--- src/rtl/boot_loader.sv ---
`default_nettype none
// ============================================================================
// boot_loader : HPS byte-stream initiator for the 16x8 program memory boot-load
//               port; optional readback verify is compiled in by BOOT_VERIFY_EN.
// Revision    : 1.0 - initial release
// ============================================================================
module boot_loader #(
  parameter int LOAD_DEPTH = 8
) (
  input  logic       clk,
  input  logic       reset,
  input  logic       Start,
  input  logic [3:0] LoadCount,
  input  logic [7:0] ByteData,
  input  logic       ByteValid,
  output logic       ByteReady,
  output logic       BootLoad,
  output logic [3:0] BootLoadAddress,
  output logic [7:0] WriteToMemory,
  input  logic [7:0] ReadFromMemory,
  output logic       CpuHold,
  output logic       Busy,
  output logic       Done,
  output logic       Error,
  output logic [3:0] ErrorAddress
);

  typedef enum logic [2:0] {
    IDLE   = 3'd0,
    RECV   = 3'd1,
    WRITE  = 3'd2,
    VSET   = 3'd3,
    VWAIT  = 3'd4,
    VCHECK = 3'd5,
    FINISH = 3'd6
  } state_t;

  localparam logic [3:0] DEPTH = 4'(LOAD_DEPTH);

  state_t     state;
  logic [3:0] addr;
  logic [3:0] count;
  logic [3:0] load_n;
  logic       last;

  assign load_n = (LoadCount > DEPTH) ? DEPTH : LoadCount;
  assign last   = (addr == count - 4'd1);

`ifdef BOOT_VERIFY_EN
  localparam int SW = (LOAD_DEPTH > 1) ? $clog2(LOAD_DEPTH) : 1;
  logic [7:0] shadow [LOAD_DEPTH];
`else
  logic unused_read;
  assign unused_read = ^ReadFromMemory;
`endif

  always_ff @(posedge clk) begin
    if (reset) begin
      state           <= IDLE;
      addr            <= '0;
      count           <= '0;
      ByteReady       <= 1'b0;
      BootLoad        <= 1'b0;
      BootLoadAddress <= '0;
      WriteToMemory   <= '0;
      CpuHold         <= 1'b0;
      Busy            <= 1'b0;
      Done            <= 1'b0;
      Error           <= 1'b0;
      ErrorAddress    <= '0;
`ifdef BOOT_VERIFY_EN
      for (int i = 0; i < LOAD_DEPTH; i++) shadow[i] <= '0;
`endif
    end else begin
      case (state)
        IDLE: begin
          if (Start) begin
            Done         <= 1'b0;
            Error        <= 1'b0;
            ErrorAddress <= '0;
            addr         <= '0;
            count        <= load_n;
            Busy         <= 1'b1;
            CpuHold      <= 1'b1;
            if (load_n == 4'd0) begin
              state <= FINISH;
            end else begin
              ByteReady <= 1'b1;
              state     <= RECV;
            end
          end
        end
        RECV: begin
          // ByteReady drops on the accepting edge: one byte per RECV visit.
          if (ByteValid) begin
            ByteReady       <= 1'b0;
            WriteToMemory   <= ByteData;
            BootLoadAddress <= addr;
            BootLoad        <= 1'b1;
`ifdef BOOT_VERIFY_EN
            shadow[addr[SW-1:0]] <= ByteData;
`endif
            state <= WRITE;
          end
        end
        WRITE: begin
          BootLoad <= 1'b0;
          if (last) begin
`ifdef BOOT_VERIFY_EN
            addr            <= '0;
            BootLoadAddress <= '0;
            state           <= VSET;
`else
            state <= FINISH;
`endif
          end else begin
            addr      <= addr + 4'd1;
            ByteReady <= 1'b1;
            state     <= RECV;
          end
        end
`ifdef BOOT_VERIFY_EN
        VSET:  state <= VWAIT;
        // Memory read is registered: the address needs one cycle before data appears.
        VWAIT: state <= VCHECK;
        VCHECK: begin
          if (ReadFromMemory != shadow[addr[SW-1:0]]) begin
            Error        <= 1'b1;
            ErrorAddress <= addr;
            state        <= FINISH;
          end else if (last) begin
            state <= FINISH;
          end else begin
            addr            <= addr + 4'd1;
            BootLoadAddress <= addr + 4'd1;
            state           <= VWAIT;
          end
        end
`endif
        FINISH: begin
          Done    <= 1'b1;
          Busy    <= 1'b0;
          CpuHold <= 1'b0;
          state   <= IDLE;
        end
        default: state <= IDLE;
      endcase
    end
  end

endmodule
`default_nettype wire

--- config.mk ---
export PLATFORM = sky130hd
export DESIGN_NAME = boot_loader
export DESIGN_NICKNAME = d
export VERILOG_FILES = /design/src/rtl/boot_loader.sv
export SDC_FILE = /design/constraint.sdc
export NUM_CORES = 1
export LEC_CHECK = 0
export CORE_ASPECT_RATIO = 1.4
export CORE_MARGIN = 5
export CORE_UTILIZATION = 40
export CTS_BUF_LIST = sky130_fd_sc_hd__clkbuf_4 sky130_fd_sc_hd__clkbuf_8 sky130_fd_sc_hd__clkbuf_16
export DETAILED_ROUTE_END_ITERATION = 7
export GPL_ROUTABILITY_DRIVEN = 0
export GPL_TIMING_DRIVEN = 1
export PLACE_DENSITY_LB_ADDON = 0.12
export SYNTH_ARGS = -nofsm -noshare
export SYNTH_HDL_FRONTEND = slang
export SYNTH_SLANG_ARGS = --single-unit
--- constraint.sdc ---
create_clock -name clk -period 2 [get_ports clk]
set_input_delay 0.4 -clock clk [delete_from_list [all_inputs] [get_ports clk]]
set_output_delay 0.4 -clock clk [all_outputs]
set_load 0.05 [all_outputs]
==> results.md, run 1 <==
* Status: complete, no violations
* Hold Startpoint: BootLoadAddress[0]
* Largest net degree at the start of global routing at 16
* DRT Pass-1 Iters at 4
* Synthesized area at 0.00122 sq mm
* Max-cap viol count at 0
* Post-synth EDFFs at 0
* Crit path capture type: output pin
* CP Cell Sequence: clkdlybuf4s50_1
* Ys Warns at 0
* Share of layout cells above drive strength 1 at 6.45%
* Cts hold-fix bufs at 0
* First-pass GRT wire length at 4430 um
* Final Hold Fails at 0
* Port Buf Inserts at 32
* Syn avg cell area at 8.03 sq um
* Skew final at 4.10 ps
* Worst-case clock buffer depth at 2
* Slew @ Worst Pin at 518 ps
* Height of the die at 75.3 um
* Slew Viols, Final at 0
* Number of fill cells at 292
* Drc violations at 0
* Crit Path Category: flop to output pin
* Initial antenna violation count at 0
* Placed cell area at 0.00158 sq mm
* Critical path's top delay family: buffers and inverters
* Crit-path max cell delay at 830 ps
* Leakage power at 0.000590 uW
* CTS Root Cell: clkbuf_8
* Global route overflow at 0
* Post-synth cell types at 30
* Most frequent cells in the layout: nand2_1, clkdlybuf4s50_1, dfxtp_1
* Setup tns final at 0 ps
* Cts repair resizes at 0
* Fmax at 532 MHz
* Final wirelength at 2790 um
* VDD IR max at 0.795 mV
* Finished Layout Cells at 223
* CP bufs+invs at 1
* WP data required at 1600 ps
* Worst R2R Start: count[1]
* Worst R2R Setup Slack at 170 ps
* Vias in the first global route at 1,019
* Clock Pin Slew Worst Setup and Hold Paths at 90 ps
* Diodes inserted at 0
* Cells after synthesis at 152
* Die Width at 56.7 um
* Num Clock Sinks at 27
* Critical path launch point: Busy
* Placed cell count at 219
* DR WL/cell at 12.5 um
* Slowest stage cell, crit path: clkdlybuf4s50_1
* Final layout net count at 213
* CTS tree: yes
* Final period demand of the worst path at 1880 ps
* Fin util at 55.9%
* Vias after detailed routing at 1,095
* Critical path fanouts, max at 4
* Hold Crit Class: flop to flop
* Core ar. at 0.00291 sq mm
* Post-CTS Setup Repair Bufs at 0
* Post-DRT Antenna Nets at 0
* Asr flop ratio synth at 0%
* Total GRT Usage at 13.1%
* #FFs+latches synth at 27
* Initial Util at 42.0%
* IO Pins at 46
* Core Rows at 23
* RSZ-0062 raised after global routing: no
* Tcrit/Tclk final at 94.1%
* Register area share after synthesis at 44.3%
* Number of DRC markers in iteration 0 at 18
* Worst path arrival time at 1480 ps
* Skew-Pair Late Insertion Delay at 270 ps
* Startpoint types: flop
* # setup viols final at 0
* H-tree levels at 1
* Fin area at 0.00163 sq mm
* Detailed placement HPWL at 2150 um
* Main synth FF type: dfxtp_1
* PwrDens at 888 mW/mm^2
* Slew headroom at 65.4%
* Inserted Clock Buffers at 3
* Die area at 0.00427 sq mm
* Commonest non-fill, non-tap cell in the layout: nand2_1
* Area grow syn2layout at 33.2%
* Vias per cell at 4.91
## layer usage
| metal | wire (um) | global-route usage (%) | vias up |
|---|---|---|---|
| li1 | - | - | 565 |
| met1 | 1130 | 15.0 | 497 |
| met2 | 1450 | 23.5 | 28 |
| met3 | 166 | 3.39 | 5 |
| met4 | 38 | 4.75 | 0 |
| met5 | 0 | 0 | - |
## sequential cells by signal, summed over array words and instances (netlist names)
name / flops
BootLoad: 1
BootLoadAddress: 4
Busy: 1
ByteReady: 1
Done: 1
WriteToMemory: 8
addr: 4
count: 4
state: 3
## final cells by class
cell class              instances  area (sq um)  area share, %
clock buffers                   3          41.3           2.54
clock inverters                 1          5.00          0.308
inverters                       4          15.0          0.924
multi-input cells             113           612           37.6
flip-flops and latches         27           541           33.3
well taps                      37          46.3           2.85
repair buffers                 38           365           22.5
## worst min-delay path: cells and delay by family, from the launching register on
kind / cells / cell delay, ps
compound gates: 1 / 50
flops: 1 / 320
simple gates: 1 / 50
## cell usage after synthesis (all sizes together) (2+ instances only)
library cell   n  area [sq um]
xnor2          4          35.0
a21oi         24           120
nand2         36           135
buf            6          45.0
nand2b         2          12.5
nor2           9          33.8
nor3           4          20.0
nand3b         5          37.5
o21ai          4          20.0
ha             2          25.0
inv            4          15.0
dfxtp         27           541
clkbuf         6          22.5
nand3          2          10.0
and3           3          23.8
## power by group
part	leakage (uW)	switching [uW]	internal, uW
registers	0.000220	47.0	589
logic	0.000345	309	194
clock network	0.0000255	164	140
## path summary, 6_finish.rpt
check,endpoint,cells after the start
min,BootLoadAddress[0],2
min reg2reg,BootLoadAddress[0],2
max reg2reg,addr[3],7
max,Busy,1
## logic make-up after synthesis
logic type / count (synthesis) / synth area share [%]
AOI/OAI and AO/OA: 34 / 15.3
xor gates and xnor gates: 6 / 5.54
adders and majority gates: 2 / 2.05
buffers and inverters: 16 / 6.77
DFF: 27 / 44.3
muxes: 1 / 0.821
other: 1 / 0.307
and+or+nand+nor: 65 / 24.9
## through the flow
step	power (uW)	setup slack [ps]	hold slack, ps
global route	1540	57.0	484
CTS	1460	111	460
global placement	1140	170	443
detailed placement	1150	158	446
floorplan	989	228	445
finish	1440	119	457
No activity file was read; power rests on OpenSTA's default activity.
==> run 2, diff against run 1 <==
--- a/config.mk
+++ b/config.mk
@@ -13,6 +13,7 @@
 export GPL_ROUTABILITY_DRIVEN = 0
 export GPL_TIMING_DRIVEN = 1
 export PLACE_DENSITY_LB_ADDON = 0.12
+export RECOVER_POWER = 100
 export SYNTH_ARGS = -nofsm -noshare
 export SYNTH_HDL_FRONTEND = slang
 export SYNTH_SLANG_ARGS = --single-unit
==> run 2 against run 1 <==
- cell area decreased by 0.46%
- clock skew about the same
- cell count did not move
- critical path type unchanged
==> results.md, run 2 (same netlist as run 1, synthesis figures left out) <==
* Share of layout cells above drive strength 1 at 5.38% (-1.1 points)
* Core ar. at 0.00291 sq mm (unchanged)
* Worst R2R Setup Slack at 170 ps (about the same)
* Post-CTS Setup Repair Bufs at 0 (unchanged)
* CTS Root Cell: clkbuf_8
* Worst path arrival time at 1490 ps (about the same)
* Detailed placement HPWL at 2150 um (unchanged)
* Largest Register: WriteToMemory
* Seq pwr share at 44.6% (+0.6 points)
* Vias per cell at 4.95 (+0.82%)
* Max-cap viol count at 0 (unchanged)
* Tcrit/Tclk final at 94.7% (+0.61 points)
* Drc violations at 0 (unchanged)
* Final period demand of the worst path at 1890 ps (+12.2 ps)
* Final Hold Fails at 0 (unchanged)
* Height of the die at 75.3 um (unchanged)
* DRT Pass-1 Iters at 4 (unchanged)
* Finished Layout Cells at 223 (unchanged)
* Worst hold path endpoint: BootLoadAddress[0]
* Skew-Pair Late Insertion Delay at 270 ps (about the same)
* Slew @ Worst Pin at 523 ps (+5.22 ps)
* Core Rows at 23 (unchanged)
* Critical path's top delay family: buffers and inverters
* Die Width at 56.7 um (unchanged)
* Crit Path Category: flop to output pin
* Fin util at 55.7% (-0.26 points)
* Post-DRT Antenna Nets at 0 (unchanged)
* Net switching power at 521 uW (about the same)
* Cell count along the critical path at 1 (unchanged)
* Slew Viols, Final at 0 (unchanged)
* Internal at 902 uW (-2.2%)
* Cell depth of the worst flop-to-flop path at 7 (unchanged)
* H-tree levels at 1 (unchanged)
* Final layout net count at 213 (unchanged)
* Startpoint types: flop
* Initial Util at 42.0% (unchanged)
* Status: complete, no violations
* CTS tree: yes
* Global route overflow at 0 (unchanged)
* CP bufs+invs at 1 (unchanged)
* Logic pwr share at 34.0% (-0.9 points)
* First-pass GRT wire length at 4430 um (unchanged)
* Skew final at 4.57 ps (+0.471 ps)
* Worst-case clock buffer depth at 2 (unchanged)
* Vias in the first global route at 1,019 (unchanged)
* PwrDens at 880 mW/mm^2 (-0.93%)
* Hold Startpoint: BootLoadAddress[0]
* Initial antenna violation count at 0 (unchanged)
* Hold Crit Class: flop to flop
* Largest register FFs at 8 (unchanged)
* Met2 Wirelength at 1450 um (+0.28%)
* M1 WL at 1150 um (+1.5%)
* Net Sw Frac at 36.6% (+0.50 points)
* Total Power Consumption at 1420 uW (-1.4%)
* Commonest non-fill, non-tap cell in the layout: nand2_1
* R2R Path End: addr[3]
* Placed cell count at 219 (unchanged)
* Slowest stage cell, crit path: dlygate4sd3_1
* Slew headroom at 65.0% (-0.35 points)
* Top Layer Used: met4
* IO Pins at 46 (unchanged)
* Critical path fanouts, max at 2 (-2)
* Cts repair resizes at 0 (unchanged)
* Area grow syn2layout at 32.6%
* WP data required at 1600 ps (about the same)
* VDD IR max at 0.782 mV (-1.7%)
* Fmax at 528 MHz (-0.64%)
* Cts hold-fix bufs at 0 (unchanged)
* # setup viols final at 0 (unchanged)
* Metal3 WL at 160 um (-3.6%)
* Diodes inserted at 0 (unchanged)
* Vias after detailed routing at 1,104 (+0.82%)
* Most frequent cells in the layout: nand2_1, dfxtp_1, a21oi_1
* Port Buf Inserts at 32 (unchanged)
* CP Cell Sequence: dlygate4sd3_1
* Clock Pin Slew Worst Setup and Hold Paths at 90 ps (about the same)
* Die area at 0.00427 sq mm (unchanged)
* Num Clock Sinks at 27 (unchanged)
* Inserted Clock Buffers at 3 (unchanged)
* Final wirelength at 2800 um (+0.54%)
* DR WL/cell at 12.6 um (+0.54%)
* Total GRT Usage at 13.1% (unchanged)
* Worst R2R Start: count[1]
* Number of DRC markers in iteration 0 at 25 (+7)
* Largest net degree at the start of global routing at 16 (unchanged)
* Clock share of power at 21.4% (+0.3 points)
* RSZ-0062 raised after global routing: no
* Leakage power at 0.000628 uW (+6.5%)
* Crit path capture type: output pin
* Crit-path max cell delay at 880 ps (+50 ps)
* Hold depth at 2 (unchanged)
* Setup tns final at 0 ps (unchanged)
-- run 2: changes by cell type in the layout (fill, tap and decap cells not counted) --
cell | previous run | this run
clkdlybuf4s50_1 | 32 | 16
clkbuf_1 | 0 | 2
buf_4 | 6 | 4
dlygate4sd3_1 | 0 | 16
-- run 2: metrics by stage --
step                      setup slack, ps  hold WS, ps  cell area (sq um)
final                                 106          454               1620
after global routing                 45.9          481               1620
after CTS                             111          460               1630
after detailed placement              158          446               1580
after global placement                170          443               1580
after floorplan                       228          445               1230
-- run 2: worst max-delay path by stage --
| stage | to | start |
|---|---|---|
| final | BootLoad | BootLoad |
| after global routing | WriteToMemory[7] | WriteToMemory[7] |
| after CTS | Busy | Busy |
| after detailed placement | addr[2] | Start |
| after global placement | addr[2] | Start |
| after floorplan | addr[3] | count[0] |
-- run 2: final cells by class --
class | instances | area (sq um)
Inverter | 4 | 15.0
Clock inverter | 1 | 5.00
Sequential cell | 27 | 541
Multi-Input combinational cell | 113 | 612
Tap cell | 37 | 46.3
Fill cell | 292 | 1290
Clock buffer | 3 | 41.3
Timing Repair Buffer | 38 | 358
-- run 2: power by group through the flow --
stage	clock network [uW]	registers, uW	logic (uW)
after global routing	347	643	527
after global placement	0	645	500
after floorplan	0	744	245
after CTS	315	635	508
final	305	634	484
after detailed placement	0	648	505
-- run 2: metal layers --
layer | global-route usage [%] | vias up
met2 | 23.5 | 23
li1 | - | 565
met3 | 3.39 | 5
met1 | 15.0 | 511
met4 | 4.75 | 0
met5 | 0 | -
